File: src/rtl/sign_ext_neg.sv
// sign_ext_neg
//
// Registered immediate-processing stage between instruction decode and the
// ALU operand muxes. A raw two's-complement immediate is sign-extended to
// the datapath width by two independent circuits (bit replication and an
// arithmetic right shift). The replicated value is negated, and the value
// plus its negation is summed as a self-check. Any disagreement between the
// two extensions, or a nonzero sum, raises mismatch. Latency is one cycle.
//
// Ports
//   clk            sole clock, rising edge
//   rst_n          asynchronous active-low reset, clears every output
//   valid_in       qualifies imm this cycle
//   imm            raw immediate, IMM_W bits, two's complement
//   valid_out      outputs carry a result produced at the last edge
//   ext_imm        sign extension by replication
//   ext_imm2       sign extension by arithmetic shift
//   minus_ext_imm  two's-complement negation of ext_imm
//   zero_sum       ext_imm + minus_ext_imm, modulo 2^XLEN
//   mismatch       self-check failure for the registered result
module sign_ext_neg #(
  parameter int IMM_W = 12,
  parameter int XLEN  = 32
) (
  input  logic             clk,
  input  logic             rst_n,
  input  logic             valid_in,
  input  logic [IMM_W-1:0] imm,
  output logic             valid_out,
  output logic [XLEN-1:0]  ext_imm,
  output logic [XLEN-1:0]  ext_imm2,
  output logic [XLEN-1:0]  minus_ext_imm,
  output logic [XLEN-1:0]  zero_sum,
  output logic             mismatch
);

  localparam int PAD_W = XLEN - IMM_W;

  // Replication: copy the sign bit into every upper position.
  function automatic logic [XLEN-1:0] ext_replicate(input logic [IMM_W-1:0] v);
    ext_replicate = {{PAD_W{v[IMM_W-1]}}, v};
  endfunction

  // Shift: park the immediate at the top of the word, then let the
  // arithmetic right shift drag the sign bit back down. Deliberately shares
  // nothing with ext_replicate so the two can cross-check each other.
  function automatic logic [XLEN-1:0] ext_shift(input logic [IMM_W-1:0] v);
    logic signed [XLEN-1:0] placed;
    placed    = $signed({v, {PAD_W{1'b0}}});
    ext_shift = placed >>> PAD_W;
  endfunction

  // Two's-complement negation; wraps modulo 2^XLEN. A sign-extended IMM_W
  // value can never be the most negative XLEN value, so no overflow case.
  function automatic logic [XLEN-1:0] negate(input logic [XLEN-1:0] v);
    negate = ~v + {{(XLEN-1){1'b0}}, 1'b1};
  endfunction

  // Stage p0: combinational results from the sampled immediate.
  logic [XLEN-1:0] ext_p0;
  logic [XLEN-1:0] ext2_p0;
  logic [XLEN-1:0] neg_p0;
  logic [XLEN-1:0] sum_p0;
  logic            mis_p0;

  assign ext_p0  = ext_replicate(imm);
  assign ext2_p0 = ext_shift(imm);
  assign neg_p0  = negate(ext_p0);
  assign sum_p0  = ext_p0 + neg_p0;
  assign mis_p0  = (ext_p0 != ext2_p0) || (sum_p0 != '0);

  // Stage p1: output registers. Data loads only on valid_in and otherwise
  // holds; reset clears data as well so outputs read 0 after reset.
  logic            vld_p1;
  logic [XLEN-1:0] ext_p1;
  logic [XLEN-1:0] ext2_p1;
  logic [XLEN-1:0] neg_p1;
  logic [XLEN-1:0] sum_p1;
  logic            mis_p1;

  always_ff @(posedge clk or negedge rst_n) begin
    if (!rst_n) begin
      vld_p1  <= 1'b0;
      ext_p1  <= '0;
      ext2_p1 <= '0;
      neg_p1  <= '0;
      sum_p1  <= '0;
      mis_p1  <= 1'b0;
    end else begin
      vld_p1 <= valid_in;
      if (valid_in) begin
        ext_p1  <= ext_p0;
        ext2_p1 <= ext2_p0;
        neg_p1  <= neg_p0;
        sum_p1  <= sum_p0;
        mis_p1  <= mis_p0;
      end
    end
  end

  assign valid_out     = vld_p1;
  assign ext_imm       = ext_p1;
  assign ext_imm2      = ext2_p1;
  assign minus_ext_imm = neg_p1;
  assign zero_sum      = sum_p1;
  assign mismatch      = mis_p1;

endmodule

File: config.mk
export PLATFORM = sky130hd
export DESIGN_NAME = sign_ext_neg
export DESIGN_NICKNAME = d
export VERILOG_FILES = /design/src/rtl/sign_ext_neg.sv
export SDC_FILE = /design/constraint.sdc
export NUM_CORES = 1
export LEC_CHECK = 0
export CAP_MARGIN = 20
export CORE_ASPECT_RATIO = 0.75
export CORE_MARGIN = 2
export CORE_UTILIZATION = 30
export CTS_CLUSTER_DIAMETER = 60
export CTS_CLUSTER_SIZE = 25
export DETAILED_ROUTE_END_ITERATION = 6
export PLACE_DENSITY = 0.49
export SYNTH_ARGS = -nofsm -noshare
export SYNTH_HDL_FRONTEND = slang
export SYNTH_SLANG_ARGS = --single-unit
File: constraint.sdc
create_clock -name clk -period 1.9 [get_ports clk]
set_clock_uncertainty 0.05 [all_clocks]
set_input_delay 0.285 -clock clk [delete_from_list [all_inputs] [get_ports clk]]
set_output_delay 0.285 -clock clk [all_outputs]
set_load 0.005 [all_outputs]
==> out/metrics.csv, run 1 <==
stage;metric;value;unit
grt;overflow;0;
clocking;htreeDepth;3;
floorplan;die-height;125;µm
placed_design;placed_area;0.00868;mm²
pwr;ir_drop;0.000369;V
run;maxCapViolations;0;
layout;fillCellCount;1608;
layout;final-seq-area;0.00185;mm²
floorplan;std_cell_rows;44;
yosys;ys_warn_count;0;
yosys;yosysSeqAreaShare;31.9;%
layout;final_area;0.0106;mm²
clocking;cts_buffers;9;
grt;antenna_found_initial;0;
layout;drive_gt1_share;53.0;%
critical_path;cp_max_fo;4;
floorplan;start_util;30.3;%
timing;setup_viol;42;
timing;tightest_slew;0.533;ns
clocking;root_buffer;clkbuf_16;
routing;wl_per_cell;17.3;µm
yosys;ys_types;75;
grt;grt_pass1_vias;5589;
routing;drc;0;
timing;fin_crit;3.81;ns
layout;multiInputGateArea;0.00448;mm²
routing;wl;20000;µm
timing;worst_slack;-1.91;ns
layout;antenna_cells;0;
critical_path;crit_arrival;4.00;ns
clocking;cts_tree;done;
yosys;synth_edf_count;0;
outcome;violations;setup timing;
timing;fin_crit_sh;200;%
layout;layout.nets;948;
floorplan;die_w;165;µm
routing;drt_iter0_drc;206;
routing;drt_pass1_iterations;4;
timing;rsz0062_at_grt;yes;
critical_path;critPathRequiredTime;2.09;ns
yosys;synth_nets;652;
placed_design;portBuffers;143;
timing;report.final.slew_viol_count;0;
yosys;synthFlopType;dfrtp_1;
timing;slew_headroom;63.6;%
critical_path;start_kind;primary input;
yosys;avgSynthCellArea;9.66;µm²
timing;max_freq;263;MHz
yosys;async_flop_share;100;%
yosys;synth_area;0.00581;mm²
pwr;leakagePower;4.62;nW
yosys;syn-instance-count;602;
clocking;clk_pin_slew;0.06;ns
yosys;synth_top_cells_by_area;dfrtp_1 32%, mux2_2 9.3%, ha_1 7.5%, buf_4 7.4%, xnor2_1 4.7%;
grt;grt_pass1_wl;30800;µm
floorplan;ioPinCount;145;
grt;grt_max_degree;43;
min_path;hp-class;primary input to register;
clocking;cts_sinks;74;
placed_design;gp_congestion;0.907;
critical_path;crit_type;primary input to register;
critical_path;r2r_slack;1.06;ns
grt;gr-usage-all-layers;19.4;%
critical_path;worstSetupEndpointType;register;
clocking;cts_buffer_depth;2;
floorplan;dieArea;0.0205;mm²
routing;ant_nets;0;
routing;dr_total_vias;5511;
yosys;synth_top_area_share;31.9;%
yosys;ys_seq_elements;74;
outcome;status;finished with violations;
routing;via_per_inst;4.77;
floorplan;fp.coreArea;0.0192;mm²
yosys;yosysTopAreaCell;dfrtp_1;
pwr;power_density;581;mW/mm²
layout;area_growth;81.6;%
timing;hold_viol;0;
timing;setup_tns;-40.98;ns
placed_design;hpwl;14500;µm
clocking;clkLatencyLatePin;0.36;ns
kinds of logic (layout without fill, tap and decap cells):
family	count (synthesis)	after routing	synth area share, %
AND/OR/NAND/NOR	137	137	13.7
buffers and inverters	135	436	13.1
AO/OA/AOI/OAI	95	95	12.3
flip-flops	74	74	31.9
multiplexers	73	73	13.6
XOR/XNOR	52	52	7.83
adder cells (fa/ha/maj)	35	35	7.53
other	1	1	0.0645
cell usage after synthesis (all sizes together), types with 2 or more instances:
cell type / count
o22ai: 3
xor2: 21
and2: 6
nand2: 25
buf: 69
clkbuf: 21
a21boi: 4
nor4: 5
a21o: 3
nand4bb: 2
o211ai: 2
or4b: 3
dfrtp: 74
clkinv: 2
a22oi: 2
or2: 7
o31ai: 8
mux2i: 25
nor2: 25
a211oi: 10
a2111oi: 2
xnor2: 31
a21oi: 15
o311ai: 2
a221oi: 2
nor3: 14
nor3b: 2
inv: 43
and3: 5
mux2: 48
ha: 35
nand3: 16
o221ai: 2
or4: 5
a31oi: 6
or3: 14
o21ai: 22
a221o: 2
nand2b: 2
routing by layer:
layer  global-route usage [%]  up-vias  wire length [µm]
met4                     4.60        0               233
met3                     3.70       15               884
met1                     28.7     2694              9970
met2                     29.1      145              8950
met5                        0        -                 0
li1                         -     2657                 -
report_power, final:
part,total (mW),switching (mW),internal [mW]
Clock,1.91,0.751,1.16
Combinational,2.32,0.902,1.41
Sequential,1.91,0.129,1.78
Total,6.13,1.78,4.35
stage by stage:
| stage | hold WS [ns] | setup slack [ns] | util (%) | power [mW] | cells |
|---|---|---|---|---|---|
| finish | 0.262 | -1.91 | 55.1 | 6.13 | 1156 |
| global route | 0.272 | -1.99 | 55.1 | 6.44 | 1156 |
| CTS | 0.264 | -1.88 | 52.5 | 6.02 | 1141 |
| detailed placement | 0.192 | -2.76 | 45.3 | 3.89 | 1083 |
| global placement | 0.180 | -2.68 | 45.3 | 3.87 | 1083 |
| floorplan | -0.0606 | -2.07 | - | 2.84 | 602 |
cell type report:
| class | count | share of cell area, % |
|---|---|---|
| Tap cell | 253 | 3.00 |
| Sequential cell | 74 | 17.5 |
| Clock inverter | 6 | 0.854 |
| Multi-Input combinational cell | 393 | 42.4 |
| Timing Repair Buffer | 375 | 32.0 |
| Clock buffer | 10 | 2.17 |
| Inverter | 45 | 1.99 |
critical path: stages:
cell and delay [ns]:
buf_8 0.10, clkinvlp_4 0.08, ha_4 0.13, or4b_4 0.50, or3_4 0.44, buf_12 0.16, clkinv_4 0.04, ha_4 0.20
or3_4 0.40, or3_4 0.39, o21ai_4 0.08, buf_6 0.11, and3_4 0.19, a21o_4 0.17, xnor2_4 0.07, nand4b_1 0.26
nor4_4 0.29, a21oi_1 0.09
worst paths after layout:
| path | cells after the start | from | end |
|---|---|---|---|
| setup / recovery | 18 | imm[0] | mismatch |
| hold / removal | 3 | imm[1] | ext_imm2[1] |
| setup reg to reg | 1 | zero_sum[10] | zero_sum[10] |
| hold reg to reg | 1 | zero_sum[13] | zero_sum[13] |
| max in group asynchronous | 3 | rst_n | minus_ext_imm[10] |
| min in group asynchronous | 2 | rst_n | ext_imm2[1] |
layout by cell type, fill, tap and decap left out, types with 13 or more instances in the layout:
cell type / instances
mux2_2: 26
clkdlybuf4s50_1: 130
xor2_1: 13
xnor2_2: 16
inv_1: 28
ha_4: 20
buf_6: 42
dfrtp_1: 74
ha_1: 13
nand2_1: 19
mux2i_1: 25
mux2_4: 22
buf_4: 186
nor2_1: 18
sequential cells by signal (all words and copies together), names as in the netlist:
signal,flops
valid_out,1
mismatch,1
zero_sum,31
minus_ext_imm,29
ext_imm2,12
what timing repair did:
action	CTS	global route
hold buffers	1	0
endpoints found under the hold margin	25	0
setup buffers	49	28
pin swaps	84	79
gates resized for setup	165	86
endpoints found under the setup margin	55	52
Note: power is estimated with default switching activity, not from simulation.
==> inputs of run 2 (changes only) <==
--- a/config.mk
+++ b/config.mk
@@ -6,7 +6,7 @@
 export NUM_CORES = 1
 export LEC_CHECK = 0
 export CAP_MARGIN = 20
-export CORE_ASPECT_RATIO = 0.75
+export CORE_ASPECT_RATIO = 0.6
 export CORE_MARGIN = 2
 export CORE_UTILIZATION = 30
 export CTS_CLUSTER_DIAMETER = 60
==> out/metrics.csv, run 2 (synthesis results as in run 1) <==
stage;metric;value;unit;change
clocking;cts_tree;done;;
grt;grt_max_degree;43;;unchanged
placed_design;place_ws;-2.75;ns;+0.00911 ns
critical_path;r2r_slack;1.05;ns;about the same
layout;area_growth;80.5;%;
grt;gr-usage-all-layers;20.3;%;+0.85 points
floorplan;fp.coreArea;0.0190;mm²;-0.67%
pwr;ir_drop;0.000400;V;+8.5%
critical_path;worstSetupEndpointType;register;;
outcome;violations;setup timing;;
routing;drt_pass1_iterations;4;;unchanged
layout;layout.nets;946;;-0.21%
routing;drc;0;;unchanged
pwr;total_power;6.04;mW;-1.5%
critical_path;crit_type;primary input to register;;
grt;grt_pass1_wl;31700;µm;+3.1%
clocking;clk_pin_slew;0.07;ns;about the same
critical_path;crit_arrival;4.01;ns;about the same
floorplan;ioPinCount;145;;unchanged
pwr;leakagePower;4.55;nW;-1.5%
floorplan;die-height;112;µm;-10%
grt;overflow;0;;unchanged
layout;final_common_cell;buf_4;;
critical_path;reg2reg_from;minus_ext_imm[1];;
timing;setup_viol;42;;unchanged
floorplan;die_w;184;µm;+12%
routing;dr_total_vias;5472;;-0.71%
layout;antenna_cells;0;;unchanged
routing;via_per_inst;4.77;;about the same
clocking;htreeDepth;3;;unchanged
critical_path;critPathRequiredTime;2.07;ns;-0.02 ns
layout;drive_gt1_share;52.9;%;-0.10 points
outcome;status;finished with violations;;
grt;grt_pass1_vias;5462;;-2.3%
critical_path;crit_chain;buf_8 -> clkinvlp_4 -> ha_4 -> or4b_4 -> or3_4 -> buf_12 -> buf_6 -> inv_4 -> ha_4 -> or2_4 -> o22ai_4 -> a311o_1 -> a22oi_2 -> buf_6 -> o2111ai_4 -> a31oi_4 -> xnor2_2 -> nand4bb_1 -> nor4_2 -> a21oi_1;;
placed_design;hpwl;15300;µm;+5.4%
clocking;cts_buffer_depth;2;;unchanged
timing;hold_viol;0;;unchanged
critical_path;r2r_cells;1;;unchanged
critical_path;cp_slowest_cell;or4b_4;;
clocking;cts_buffers;9;;unchanged
timing;worst_slack;-1.94;ns;-0.0301 ns
timing;fin_crit;3.84;ns;+0.0301 ns
clocking;cts_sinks;74;;unchanged
clocking;clkLatencyLatePin;0.35;ns;about the same
timing;fin_crit_sh;202;%;+1.6 points
routing;wl;20700;µm;+3.1%
timing;slew_headroom;60.7;%;-2.9 points
critical_path;cp_slowest_stage_delay;0.50;ns;about the same
routing;ant_nets;0;;unchanged
timing;timing.hold.ws;0.269;ns;+0.00676 ns
layout;final_cell_mix;190 x buf_4, 129 x clkdlybuf4s50_1, 74 x dfrtp_1, 39 x mux2_2, 35 x buf_6;;
pwr;power_density;576;mW/mm²;-0.90%
clocking;root_buffer;clkbuf_16;;
critical_path;path_buf_inv;6;;+1
timing;max_freq;261;MHz;-0.79%
timing;report.final.slew_viol_count;0;;unchanged
placed_design;portBuffers;143;;unchanged
timing;rsz0062_at_grt;yes;;
placed_design;gp_congestion;0.894;;-1.4%
critical_path;worstReg2RegEnd;minus_ext_imm[1];;
routing;drt_iter0_drc;237;;+15%
layout;largest_register_ff_count;31;;unchanged
layout;fin_cells;1147;;-0.78%
critical_path;cpLargestDelayFamily;simple AND/OR/NAND/NOR gates;;
placed_design;dp_cells;1088;;+0.46%
floorplan;dieArea;0.0205;mm²;+0.12%
run;maxCapViolations;0;;unchanged
min_path;hp-class;primary input to asynchronous set/reset pin;;
floorplan;start_util;30.5;%;+0.20 points
critical_path;start_kind;primary input;;
grt;antenna_found_initial;0;;unchanged
critical_path;cp_max_fo;4;;unchanged
layout;fin_util;55.1;%;about the same
timing;tightest_slew;0.590;ns;+0.0570 ns
floorplan;std_cell_rows;39;;-11%
routing;wl_per_cell;18.0;µm;+3.9%
run 2: power by group:
| part | total [mW] | internal, mW | switching [mW] |
|---|---|---|---|
| registers | 1.91 | 1.78 | 0.132 |
| clock network | 1.84 | 1.04 | 0.802 |
| logic | 2.28 | 1.38 | 0.904 |
run 2: stage by stage:
| stage | setup TNS [ns] | area (µm²) |
|---|---|---|
| 2_1_floorplan | -43.35 | 6330 |
| 3_3_place_gp | -81.24 | 8780 |
| 3_5_place_dp | -83.52 | 8780 |
| 4_1_cts | -40.69 | 9940 |
| 5_1_grt | -44.16 | 10500 |
| 6_report | -41.69 | 10500 |
run 2: worst max-delay path by stage:
stage                start  cells after the start  slack [ns]  endpoint
finish              imm[0]                     20       -1.94  mismatch
global route        imm[0]                     20       -2.06  mismatch
CTS                 imm[0]                     18       -1.99  mismatch
detailed placement  imm[1]                     16       -2.75  mismatch
global placement    imm[1]                     17       -2.84  mismatch
floorplan           imm[6]                     17       -2.07  mismatch
run 2: routing by layer:
metal / share of wire [%] / global-route usage [%]
met5: 0 / 0
met3: 5.5 / 3.63
met1: 53 / 32.2
met4: 0.59 / 3.25
met2: 41 / 28.6
run 2: cell type report:
class,count,area [µm²]
inverter,45,195
timing repair buffer,373,3350
clock inverter,7,82.6
fill,1652,8540
multi-input combinational,393,4480
tap,246,308
clock buffer,9,225
sequential,74,1850
run 2: what timing repair did:
action	4_1_cts	5_1_grt
hold buffers	1	0
hold endpoints to repair	48	0
pin swaps	39	43
gates resized for setup	152	74
endpoints found under the setup margin	56	44
buffers inserted	31	16
